==> config.mk <==
export PLATFORM = sky130hd
export DESIGN_NAME = bidir_tx_sched
export DESIGN_NICKNAME = d
export VERILOG_FILES = /design/src/rtl/bidir_tx_sched.sv
export SDC_FILE = /design/constraint.sdc
export NUM_CORES = 1
export LEC_CHECK = 0
export CORE_MARGIN = 3
export CORE_UTILIZATION = 43
export DETAILED_ROUTE_END_ITERATION = 7
export HOLD_SLACK_MARGIN = 0.15
export PLACE_DENSITY = 0.89
export SLEW_MARGIN = 20
export SYNTH_ARGS = -nofsm -noshare
export SYNTH_HDL_FRONTEND = slang
export SYNTH_SLANG_ARGS = --single-unit
==> constraint.sdc <==
create_clock -name clk -period 4.95 [get_ports clk]
set_clock_uncertainty 0.05 [all_clocks]
set_input_delay 0.99 -clock clk [delete_from_list [all_inputs] [get_ports clk]]
set_output_delay 0.99 -clock clk [all_outputs]
set_load 0.05 [all_outputs]
==> src/rtl/bidir_tx_sched.sv <==
// Weighted round-robin, packet-atomic merge of three AXI-stream TX FIFOs into one stream.
// A grant is held until tlast is accepted; the IDLE cycle between packets is where arbitration happens.
module bidir_tx_sched #(
  parameter int DW = 32,
  parameter int KW = DW / 8,
  parameter int UW = 8,
  parameter int CW = 16
) (
  input  logic            clk,
  input  logic            rst,
  input  logic [2:0]      cfg_en,
  input  logic [11:0]     cfg_weight,
  input  logic [3*DW-1:0] s_tdata,
  input  logic [3*KW-1:0] s_tkeep,
  input  logic [3*UW-1:0] s_tuser,
  input  logic [2:0]      s_tlast,
  input  logic [2:0]      s_tvalid,
  output logic [2:0]      s_tready,
  output logic [DW-1:0]   m_tdata,
  output logic [KW-1:0]   m_tkeep,
  output logic [UW-1:0]   m_tuser,
  output logic            m_tlast,
  output logic            m_tvalid,
  input  logic            m_tready,
  output logic [1:0]      cur_port,
  output logic            busy,
  output logic [3*CW-1:0] pkt_cnt
);

  typedef enum logic {IDLE, XFER} state_t;

  state_t        state, state_n;
  logic [1:0]    g, g_n;
  logic [1:0]    ptr, ptr_n;
  logic [3:0]    rem, rem_n;
  logic [CW-1:0] cnt [3];

  logic [2:0]    elig;
  logic          found;
  logic [1:0]    c;
  logic [1:0]    c_next;
  logic [3:0]    w;
  logic [3:0]    rem_new;
  logic          done;
  int            idx;
  int            gi;

  // First eligible port searching from ptr, plus the credit it would be left with.
  always_comb begin
    elig  = s_tvalid & cfg_en;
    found = 1'b0;
    c     = ptr;
    idx   = 0;
    for (int k = 0; k < 3; k++) begin
      idx = (int'(ptr) + k) % 3;
      if (!found && elig[idx]) begin
        found = 1'b1;
        c     = idx[1:0];
      end
    end
    case (c)
      2'd0:    w = cfg_weight[3:0];
      2'd1:    w = cfg_weight[7:4];
      default: w = cfg_weight[11:8];
    endcase
    if (c == ptr && rem != 4'd0) rem_new = rem - 4'd1;
    else if (w == 4'd0)          rem_new = 4'd0;
    else                         rem_new = w - 4'd1;
    c_next = (c == 2'd2) ? 2'd0 : c + 2'd1;
  end

  always_comb begin
    state_n = state;
    g_n     = g;
    ptr_n   = ptr;
    rem_n   = rem;
    done    = 1'b0;
    case (state)
      IDLE: begin
        if (found) begin
          state_n = XFER;
          g_n     = c;
          rem_n   = rem_new;
          ptr_n   = (rem_new == 4'd0) ? c_next : c;
        end
      end
      XFER: begin
        if (s_tvalid[g] && m_tready && s_tlast[g]) begin
          state_n = IDLE;
          done    = 1'b1;
        end
      end
      default: state_n = IDLE;
    endcase
  end

  always_ff @(posedge clk or posedge rst) begin
    if (rst) begin
      state <= IDLE;
      g     <= 2'd0;
      ptr   <= 2'd0;
      rem   <= 4'd0;
      for (int i = 0; i < 3; i++) cnt[i] <= '0;
    end else begin
      state <= state_n;
      g     <= g_n;
      ptr   <= ptr_n;
      rem   <= rem_n;
      if (done) cnt[g] <= cnt[g] + 1'b1;
    end
  end

  // Valid/ready: a beat moves when s_tvalid[g] and m_tready are both high in XFER;
  // the granted port sees m_tready directly, every other port sees ready low.
  always_comb begin
    s_tready = 3'b000;
    m_tdata  = '0;
    m_tkeep  = '0;
    m_tuser  = '0;
    m_tlast  = 1'b0;
    m_tvalid = 1'b0;
    gi       = int'(g);
    if (state == XFER) begin
      m_tdata     = s_tdata[gi*DW +: DW];
      m_tkeep     = s_tkeep[gi*KW +: KW];
      m_tuser     = s_tuser[gi*UW +: UW];
      m_tlast     = s_tlast[g];
      m_tvalid    = s_tvalid[g];
      s_tready[g] = m_tready;
    end
  end

  assign cur_port = (state == XFER) ? g : 2'd3;
  assign busy     = (state == XFER);

  for (genvar i = 0; i < 3; i++) begin : g_cnt
    assign pkt_cnt[i*CW +: CW] = cnt[i];
  end

endmodule

==> flow_metrics.tcl <==
set metrics [dict create \
    status "finished clean" \
    die_area_um2 12150 \
    synth_nets 678 \
    rsz0062_at_grt "no" \
    hold_path.class "reg2reg" \
    gp_congestion 0.8835 \
    io_pins 256 \
    drtAntennaViolNets 0 \
    clock_sinks 57 \
    drv_slew 0 \
    crit_fanout 34 \
    drt-vias-per-instance 5.396 \
    chipWidth_um 110.2 \
    grt_pass1_vias 4692 \
    hold_viol_final 0 \
    async_flop_share 1.000 \
    crit_required_ns 3.91 \
    insertion_delay_ns 0.34 \
    synth_flop_cell "dfrtp_1" \
    grt_max_degree 47 \
    ys_seq_elements 57 \
    drt-total-wl_um 17040 \
    num_antenna_cells 0 \
    avgSynthCellArea_um2 9.034 \
    syn_area_um2 4671 \
    relSlewSlack 0.4407 \
    drtIter0Drc 414 \
    drive_gt1_frac 0.1232 \
    final_common_cell "clkdlybuf4s50_1" \
    post-cts-setup-buffer-count 0 \
    antenna_found_initial 0 \
    cts_buffers 9 \
    synthDistinctLibCells 59 \
    finalCoreUtilization 0.7172 \
    detailroute.via_count 4851 \
    worstHoldStart "pkt_cnt[31]" \
    fin_hold_ws_ns 0.4781 \
    power_switching_mw 2.623 \
    dr.pass1.iters 5 \
    cts_tree "yes" \
    cts-root-buf "clkbuf_8" \
    cts_hold_buffers 0 \
    dp_hpwl_um 13180 \
    p_comb_frac 0.783 \
    ctsResizeCount 0 \
    max_freq_mhz 241.7 \
    p_sw_frac 0.5521 \
    wl_per_cell_um 18.95 \
    r2r_cells 11 \
    final_cell_mix "clkdlybuf4s50_1 (255), nand2_1 (78), mux2i_1 (66), o21ai_0 (55), dfrtp_1 (55)" \
    drv_cap 0 \
    critPathKind "reg2out" \
    die_h_um 110.2 \
    drc_errors 0 \
    htree_levels 3 \
    coreArea_um2 10460 \
    synth_edf_count 0 \
    r2r_start "ptr[0]" \
    irDropWorstVdd_uv 531.9 \
    placementRows 37 \
    grt_first_pass_wirelength_um 24980 \
    dp_slack_ns 0.6851 \
    setup_viol 0 \
    ys_seq_area_frac 0.3054 \
    p_clk_frac 0.081 \
    area_growth_syn_to_layout_pct 60.65 \
    initial_utilization 0.4464 \
    clk_pin_slew_ns 0.06 \
    hold_path_depth 1 \
    seqPwrFrac 0.137 \
    finalCritPeriodShare 0.8360 \
    power_density_nw_per_um2 633.3 \
    worstHoldEndpoint "pkt_cnt[31]" \
    yosysWarnings 0 \
    layout_setup_ws_ns 0.8119 \
    fin_nets 919 \
    p_leak_nw 3.028 \
    setup_tns_ns 0 \
    synth_cells 517 \
    grt_use_total 0.2658 \
    p_int_mw 2.128 \
    cp-start-kind "register" \
    worstMarginPinSlew_ns 0.8369 \
    io_buffers 255 \
    rrSetupSlack_ns 1.06 \
    arrival_ns 3.10 \
    fin_crit_ns 4.138 \
    overflow 0 \
    cp-end-kind "output pin" \
    clk_path_buf_depth 2 \
    rr_endpoint "ptr[0]" \
]
==> state kept, by name, indices dropped and copies added (netlist names) <==
register,cells
busy,1
rem,4
g,2
pkt_cnt,48
ptr,2
==> logic make-up after synthesis <==
| family | count (synthesis) | synth area share |
|---|---|---|
| XOR/XNOR | 16 | 0.03000 |
| buffers and inverters | 44 | 0.04072 |
| flip-flops | 57 | 0.3054 |
| AND/OR/NAND/NOR | 178 | 0.1977 |
| adder cells (fa/ha/maj) | 5 | 0.01339 |
| multiplexers | 116 | 0.2639 |
| AO/OA/AOI/OAI | 101 | 0.1489 |
==> worst max path at each step <==
stage,endpoint,slack (ns),startpoint
floorplan,s_tready[1],0.88,g[0]
global placement,ptr[1],0.91,cfg_en[0]
detailed placement,ptr[0],0.69,s_tvalid[0]
CTS,m_tlast,0.77,g[1]
global route,m_tlast,0.59,g[1]
finish,m_tlast,0.81,g[1]
==> power groups by stage <==
| stage | combinational [mW] | sequential (mW) | clock [mW] |
|---|---|---|---|
| 2_1_floorplan | 2.53 | 0.741 | 0 |
| 3_3_place_gp | 3.61 | 0.652 | 0 |
| 3_5_place_dp | 3.70 | 0.655 | 0 |
| 4_1_cts | 3.71 | 0.648 | 0.391 |
| 5_1_grt | 3.92 | 0.665 | 0.417 |
| 6_report | 3.72 | 0.649 | 0.385 |
==> synth_stat cells (2+ instances only) <==
library cell,count,area [um^2]
nand2_1,78,292.8
mux2i_1,66,660.6
dfrtp_1,57,1426
o21ai_0,55,275.3
and2_1,47,294.0
mux2_2,46,518.0
clkbuf_1,24,90.09
nor2_1,18,67.56
xnor2_1,11,96.34
inv_1,8,30.03
a21oi_1,7,35.03
nand4_1,6,37.54
buf_2,5,25.02
ha_1,5,62.56
nor3_1,5,25.02
xor2_1,5,43.79
a22o_1,4,35.03
a2bb2oi_1,4,35.03
nand2b_1,4,25.02
o22ai_1,4,25.02
buf_1,3,11.26
nand3_1,3,15.01
nor3b_1,3,22.52
nor4_1,3,18.77
a311o_1,2,20.02
a31oi_1,2,12.51
and4b_1,2,20.02
buf_6,2,22.52
mux2i_2,2,27.53
nand4b_1,2,17.52
o211ai_1,2,15.01
o21ai_1,2,10.01
o21ai_2,2,17.52
o21bai_1,2,15.01
o31ai_2,2,25.02
==> per-layer routing <==
metal / wire length, um / global-route usage
met3: 1510 / 0.08328
met2: 8487 / 0.4623
met1: 6392 / 0.3078
met4: 643 / 0.09411
met5: 0 / 0
==> cell type report <==
class                   instances  area, um^2
multi-input cells             416        3067
fillers                       771        2959
repair buffers                265        2628
flip-flops and latches         57        1431
well taps                     136       170.2
clock buffers                  13       158.9
inverters                       9       33.78
clock inverters                 3       15.01
==> per-stage QoR <==
stage                     instance area [um^2]  std cells  total power [mW]
after floorplan                           4671        517             3.267
after global placement                    7330        883             4.261
after detailed placement                  7330        883             4.351
after CTS                                 7503        899             4.746
after global routing                      7503        899             5.003
final                                     7503        899             4.752
==> critical path: stages (launching register included) <==
cell and delay (ns):
dfrtp_2 0.70, nor2b_4 0.49, buf_4 0.37, nand2_1 0.09, o21ai_0 0.11, and2_1 0.18, clkdlybuf4s50_1 0.80
No activity file was read; power rests on OpenSTA's default activity.
